===== src/rtl/pwm_capture_pkg.sv =====
// Shared types and constants for the PWM capture block and its duty divider.
package pwm_pkg;

  localparam int DUTY_W = 32;
  localparam int CNT_W  = 32;

  localparam logic [DUTY_W-1:0] DUTY_FULL = 32'hffffffff;

  typedef enum logic [1:0] {
    ARM,
    RUN,
    STUCK
  } state_e;

  function automatic logic [CNT_W-1:0] sat_inc(input logic [CNT_W-1:0] v);
    return (v == '1) ? v : v + 1'b1;
  endfunction

endpackage


===== src/rtl/pwm_capture_div.sv =====
// Restoring radix-2 divider producing floor(num * 2^32 / den), one quotient bit per cycle.
module pwm_duty_div
  import pwm_pkg::*;
(
  input  logic              clk,
  input  logic              rst,
  input  logic              start_i,
  input  logic [CNT_W-1:0]  num_i,
  input  logic [CNT_W-1:0]  den_i,
  output logic              busy_o,
  output logic              done_o,
  output logic [DUTY_W-1:0] quot_o
);

  logic [CNT_W:0]    rem_q, rem_d;
  logic [CNT_W-1:0]  den_q, den_d;
  logic [DUTY_W-1:0] quot_q, quot_d;
  logic [4:0]        cnt_q, cnt_d;
  logic              busy_q, busy_d;
  logic              done_q, done_d;
  logic              sat_q, sat_d;

  logic [CNT_W:0]    rem_sh;
  logic [CNT_W:0]    rem_sub;
  logic              fits;

  always_comb begin
    rem_sh  = {rem_q[CNT_W-1:0], 1'b0};
    rem_sub = rem_sh - {1'b0, den_q};
    fits    = (rem_sh >= {1'b0, den_q});

    rem_d  = rem_q;
    den_d  = den_q;
    quot_d = quot_q;
    cnt_d  = cnt_q;
    busy_d = busy_q;
    sat_d  = sat_q;
    done_d = 1'b0;

    if (start_i) begin
      // num < den keeps the remainder below 2^32, so the quotient fits in 32 bits
      rem_d  = {1'b0, num_i};
      den_d  = den_i;
      quot_d = '0;
      cnt_d  = '0;
      busy_d = 1'b1;
      sat_d  = (num_i >= den_i) || (den_i == '0);
    end else if (busy_q) begin
      rem_d  = fits ? rem_sub : rem_sh;
      quot_d = {quot_q[DUTY_W-2:0], fits};
      cnt_d  = cnt_q + 5'd1;
      if (cnt_q == 5'd31) begin
        busy_d = 1'b0;
        done_d = 1'b1;
      end
    end
  end

  always_ff @(posedge clk or posedge rst) begin
    if (rst) begin
      rem_q  <= '0;
      den_q  <= '0;
      quot_q <= '0;
      cnt_q  <= '0;
      busy_q <= 1'b0;
      done_q <= 1'b0;
      sat_q  <= 1'b0;
    end else begin
      rem_q  <= rem_d;
      den_q  <= den_d;
      quot_q <= quot_d;
      cnt_q  <= cnt_d;
      busy_q <= busy_d;
      done_q <= done_d;
      sat_q  <= sat_d;
    end
  end

  assign busy_o = busy_q;
  assign done_o = done_q;
  assign quot_o = sat_q ? DUTY_FULL : quot_q;

endmodule


===== src/rtl/pwm_capture.sv =====
// Measures PWM period, high time and duty fraction between synced rising edges.
// Optional glitch filter after the synchronizer: define PWM_CAPTURE_FILTER_EN.
module pwm_capture
  import pwm_pkg::*;
#(
  parameter logic [CNT_W-1:0] TIMEOUT     = 32'd1000000,
  parameter int               SYNC_STAGES = 2
) (
  input  logic              clk,
  input  logic              rst,
  input  logic              pwm_in,
  output logic [CNT_W-1:0]  period,
  output logic [CNT_W-1:0]  high_time,
  output logic [DUTY_W-1:0] duty,
  output logic              valid,
  output logic              busy,
  output logic              overrun,
  output logic              stuck,
  output logic              stuck_level
);

  logic [SYNC_STAGES-1:0] sync_q;
  logic                   synced, lvl, lvl_prev_q, rise;

  assign synced = sync_q[SYNC_STAGES-1];

`ifdef PWM_CAPTURE_FILTER_EN
  logic [1:0] hist_q;
  // Level only moves once three consecutive samples agree on a new value
  assign lvl = (synced == hist_q[0] && synced == hist_q[1]) ? synced : lvl_prev_q;
`else
  assign lvl = synced;
`endif

  assign rise = lvl & ~lvl_prev_q;

  state_e            state_q, state_d;
  logic [CNT_W-1:0]  per_cnt_q, per_cnt_d, hi_cnt_q, hi_cnt_d;
  logic [CNT_W-1:0]  cap_per_q, cap_per_d, cap_hi_q, cap_hi_d;
  logic [CNT_W-1:0]  period_q, period_d, high_q, high_d;
  logic [DUTY_W-1:0] duty_q, duty_d;
  logic              valid_q, valid_d, overrun_q, overrun_d;
  logic              stuck_q, stuck_d, stuck_lvl_q, stuck_lvl_d;
  logic              div_start, div_busy, div_done;
  logic [DUTY_W-1:0] div_quot;

  assign per_cnt_d = rise ? CNT_W'(1) : sat_inc(per_cnt_q);
  assign hi_cnt_d  = rise ? CNT_W'(1) : (lvl ? sat_inc(hi_cnt_q) : hi_cnt_q);

  always_comb begin
    state_d     = state_q;
    div_start   = 1'b0;
    cap_per_d   = cap_per_q;
    cap_hi_d    = cap_hi_q;
    period_d    = period_q;
    high_d      = high_q;
    duty_d      = duty_q;
    valid_d     = 1'b0;
    overrun_d   = 1'b0;
    stuck_d     = stuck_q;
    stuck_lvl_d = stuck_lvl_q;

    if (div_done) begin
      period_d = cap_per_q;
      high_d   = cap_hi_q;
      duty_d   = div_quot;
      valid_d  = 1'b1;
    end

    case (state_q)
      ARM, RUN: begin
        if (rise) begin
          state_d = RUN;
          if (state_q == RUN) begin
            if (div_busy) begin
              overrun_d = 1'b1;
            end else begin
              div_start = 1'b1;
              cap_per_d = per_cnt_q;
              cap_hi_d  = hi_cnt_q;
            end
          end
        end else if (per_cnt_q == TIMEOUT) begin
          state_d     = STUCK;
          stuck_d     = 1'b1;
          stuck_lvl_d = lvl;
          period_d    = '0;
          high_d      = '0;
          duty_d      = lvl ? DUTY_FULL : '0;
          valid_d     = 1'b1;
        end
      end
      STUCK: begin
        // This edge only re-arms; the period it closes is not trustworthy
        if (rise) begin
          state_d = RUN;
          stuck_d = 1'b0;
        end
      end
      default: state_d = ARM;
    endcase
  end

  pwm_duty_div u_div (
    .clk     (clk),
    .rst     (rst),
    .start_i (div_start),
    .num_i   (hi_cnt_q),
    .den_i   (per_cnt_q),
    .busy_o  (div_busy),
    .done_o  (div_done),
    .quot_o  (div_quot)
  );

  always_ff @(posedge clk or posedge rst) begin
    if (rst) begin
      sync_q      <= '0;
      lvl_prev_q  <= 1'b0;
`ifdef PWM_CAPTURE_FILTER_EN
      hist_q      <= '0;
`endif
      state_q     <= ARM;
      per_cnt_q   <= '0;
      hi_cnt_q    <= '0;
      cap_per_q   <= '0;
      cap_hi_q    <= '0;
      period_q    <= '0;
      high_q      <= '0;
      duty_q      <= '0;
      valid_q     <= 1'b0;
      overrun_q   <= 1'b0;
      stuck_q     <= 1'b0;
      stuck_lvl_q <= 1'b0;
    end else begin
      sync_q      <= {sync_q[SYNC_STAGES-2:0], pwm_in};
      lvl_prev_q  <= lvl;
`ifdef PWM_CAPTURE_FILTER_EN
      hist_q      <= {hist_q[0], synced};
`endif
      state_q     <= state_d;
      per_cnt_q   <= per_cnt_d;
      hi_cnt_q    <= hi_cnt_d;
      cap_per_q   <= cap_per_d;
      cap_hi_q    <= cap_hi_d;
      period_q    <= period_d;
      high_q      <= high_d;
      duty_q      <= duty_d;
      valid_q     <= valid_d;
      overrun_q   <= overrun_d;
      stuck_q     <= stuck_d;
      stuck_lvl_q <= stuck_lvl_d;
    end
  end

  assign period      = period_q;
  assign high_time   = high_q;
  assign duty        = duty_q;
  assign valid       = valid_q;
  assign busy        = div_busy;
  assign overrun     = overrun_q;
  assign stuck       = stuck_q;
  assign stuck_level = stuck_lvl_q;

endmodule


===== config.mk =====
export PLATFORM = sky130hd
export DESIGN_NAME = pwm_capture
export DESIGN_NICKNAME = d
export VERILOG_FILES = /design/src/rtl/pwm_capture_pkg.sv /design/src/rtl/pwm_capture_div.sv /design/src/rtl/pwm_capture.sv
export SDC_FILE = /design/constraint.sdc
export NUM_CORES = 1
export LEC_CHECK = 0
export BUFFER_PORTS_ARGS = -buffer_cell sky130_fd_sc_hd__clkbuf_2
export CORE_AREA = 4 4 196 198
export DETAILED_ROUTE_END_ITERATION = 12
export DIE_AREA = 0 0 200 202
export PLACE_DENSITY = 0.69
export SLEW_MARGIN = 20
export SYNTH_ARGS = -nofsm -noshare
export SYNTH_HDL_FRONTEND = slang
export SYNTH_HIERARCHICAL = 1
export SYNTH_SLANG_ARGS = --single-unit

===== constraint.sdc =====
create_clock -name clk -period 7.7 [get_ports clk]
set_clock_uncertainty 0.2 [all_clocks]
set_input_delay 1.54 -clock clk [delete_from_list [all_inputs] [get_ports clk]]
set_output_delay 1.54 -clock clk [all_outputs]
set_load 0.1 [all_outputs]

==> results.cfg <==
[status]
status = finished clean

[logic_synthesis]
ys_seq_area_frac = 0.466
syn_inst = 1855
synth_async_sr_flop_share = 1.00
synth-edff-count = 0
synth.distinct_cells = 82
syn_area_sq_um = 18100
yosysWarnings = 6
ys_seq_elements = 337
syn_area_per_cell_sq_um = 9.76
dominantRegCellSynth = dfrtp_1
synth_nets = 1928

[floorplanning]
core_sq_um = 36500
chipWidth_um = 200
dieArea_sq_um = 40400
die_h_um = 202
io_pins = 104
rows = 70
initial_core_util = 0.496

[cts]
numCtsBuffers = 38
cts_sinks = 337
cts_tree = yes
root_buffer = clkbuf_16
h-tree-depth = 2
ctsHoldBuffers = 0
ctsResizeCount = 0
clock_latency_ns = 0.53
clockBufferDepth = 3
cts.clk_slew.worst_paths_ns = 0.06
cts_setup_buffers = 0

[cells_and_area]
multi_input_area_sq_um = 8890
syn_to_final_growth_pct = 11.4
regArea_sq_um = 8440
fillCellCount = 3198
final_layout_size_suffix_gt1_frac = 0.159
antenna_cells = 0
finalNetCount = 1978
final_area_sq_um = 20200
layout.cells.non_filler = 2398

[placed_design]
gp_congestion = 0.922
io_buffer_count = 103
dpl_cell_area_sq_um = 18900
placedCellCount = 2332
hpwlAfterDp_mm = 30.6

[power]
clockPowerShare = 0.251
switching_share = 0.403
intPower_mw = 4.31
leakage_nw = 9.43
p_seq_frac = 0.334
p_switching_mw = 2.91
p_comb_frac = 0.414
ir_worst_vdd_v = 0.000244
power.density_nw_per_um2 = 358

[detailed_routing]
wl_per_cell_um = 19.1
ant_nets = 0
drc = 0
routed_wl_mm = 45.7
firstDrtPassIters = 5
drtIter0Drc = 1268
via_per_inst = 5.93
via_count = 14200

[timing]
hold_viol = 0
fmax_mhz = 257
rsz0062_at_grt = no
fin_setup_tns_ns = 0
drv_slew = 0
period_needed_ns = 3.89
fin_crit_sh = 0.506
finalSetupViolCount = 0
slew_headroom = 0.294
worstMarginPinSlew_ns = 1.06

[critical_path]
cp_data_arrival_time_ns = 4.11
path_max_fanout = 210
critPathKind = register to register
critPathBufInv = 3
cp_cell_sequence = inv_1, nor2_2, buf_4, nand2_1, nor2_4, buf_12, nand2b_1, nor2_1, a31o_1
critPathLaunchType = register
critPathSlowestCell = nor2_4
path_delay_family = simple AND/OR/NAND/NOR gates
crit_path_end_kind = register
max_stage_delay_ns = 0.56
crit_required_ns = 7.92

[grt]
grt_pass1_vias = 13800
grt_first_pass_wirelength_mm = 74.8
grt_usage = 0.224
grt_start_max_net_pins = 211
overflow = 0
antenna_found_initial = 0

[job]
drv_cap = 0

[worst_hold_path]
worst_hold_path_type = register to register
## metal layers
metal,track usage,wire [um],vias up
met4,0.0750,1550,0
met3,0.0417,2770,99
met5,0,0,-
met1,0.320,21000,6972
li1,-,-,6689
met2,0.344,20400,453
## synthesized netlist by cell type, types with 5 or more instances
library cell  count  share of area
or4_1            10         0.0041
a21o_1           32          0.013
o21ai_0         111          0.031
or2_2            39          0.013
a21oi_1          82          0.023
buf_2            28         0.0077
nor4_1           25         0.0086
inv_1            89          0.018
a22o_1            7         0.0034
nor2_1          225          0.047
nand2_1         117          0.024
and2_1            9         0.0031
and3_1           14         0.0048
nor4b_1           7         0.0034
nand4_1          32          0.011
a2bb2oi_1         5         0.0024
mux2i_1         116          0.064
xor2_1           21          0.010
nand2b_1         14         0.0048
xnor2_1          17         0.0082
or3_1            14         0.0048
o211ai_1         10         0.0041
mux2_2           65          0.040
nor2b_1          43          0.015
nor3_1           22         0.0061
buf_1            12         0.0025
ha_1             69          0.048
nand3_1          48          0.013
clkbuf_1         62          0.013
and4_1            5         0.0024
a211oi_1         49          0.020
dfrtp_1         337           0.47
o21ai_1           5         0.0014
o31ai_1          15         0.0062
a31oi_1          16         0.0055
## cell usage in the layout (no fill, tap or decap), drive strengths merged, types with 5 or more instances in the layout
cell     synthesis  routed
nand2          118     118
a21oi           82      82
o31ai           17      17
a2bb2oi          5       5
or2             39      39
a31o             7       7
a31oi           16      16
mux2            65      65
nor4b            7       7
clkinv           1       6
o21a             5       5
nor3            23      23
xnor2           17      17
o21ai          117     117
a22o             7       7
buf             43      14
or3             14      14
or4             11      11
nand3           48      48
and3            14      14
nor4            29      29
inv             89      89
nand4           35      35
nand2b          14      14
nor2b           43      43
and2            11      11
mux2i          116     116
o211ai          10      10
and4             5       5
xor2            21      21
dfrtp          337     337
clkbuf          64     157
nor2           225     225
a21o            32      32
a211oi          49      49
ha              69      69
## flip-flops by register name, summed over array words and instances, names as in the netlist, 2 cells and up
signal        cells
cap_hi_q         32
cap_per_q        32
duty             32
u_div/den_q      32
per_cnt_q        32
hi_cnt_q         32
high_time        32
u_div/cnt_q       5
period           32
u_div/quot_q     32
state_q           2
sync_q            2
u_div/rem_q      32
## path summary, 6_finish.rpt
check | start | endpoint | slack, ns | cells past startpoint
max | sync_q[1] | u_div/rem_q[24] | 3.81 | 9
max in group asynchronous | rst | cap_hi_q[2] | 5.03 | 4
min reg2reg | sync_q[0] | sync_q[1] | 0.18 | 0
max reg2reg | sync_q[1] | u_div/rem_q[24] | 3.81 | 9
min | sync_q[0] | sync_q[1] | 0.18 | 0
min in group asynchronous | rst | u_div/quot_q[23] | 0.86 | 2
## power by group through the flow
stage                     clock (mW)  sequential, mW  combinational (mW)
after CTS                       1.85            2.41                2.98
after global placement             0            2.42                2.90
after floorplan                    0            2.80                2.01
final                           1.82            2.41                2.99
after detailed placement           0            2.44                2.96
after global routing            1.93            2.46                3.30
## stage by stage
step | setup WS, ns | hold slack [ns] | utilization | power, mW
finish | 3.81 | 0.178 | 0.552 | 7.22
global route | 3.61 | 0.190 | 0.552 | 7.68
CTS | 3.87 | 0.171 | 0.551 | 7.24
detailed placement | 3.88 | 0.164 | 0.517 | 5.40
global placement | 3.97 | 0.173 | 0.517 | 5.33
floorplan | 2.91 | 0.131 | - | 4.81
## cell type report
| cell class | count | area share |
|---|---|---|
| clock buffer | 54 | 0.0547 |
| clock inverter | 11 | 0.00689 |
| inverter | 90 | 0.0171 |
| multi-input combinational | 1321 | 0.441 |
| sequential | 337 | 0.418 |
| tap | 468 | 0.0290 |
| timing repair buffer | 117 | 0.0330 |
## kinds of logic (layout without fill, tap and decap cells)
family / Yosys count / in the layout / synth area share
AOI/OAI and AO/OA: 392 / 392 / 0.141
xor gates and xnor gates: 38 / 38 / 0.0184
adders and majority gates: 70 / 70 / 0.0488
buffers and inverters: 197 / 272 / 0.0442
DFF: 337 / 337 / 0.466
muxes: 181 / 181 / 0.105
and+or+nand+nor: 640 / 640 / 0.177
Note: power is estimated with default switching activity, not from simulation.
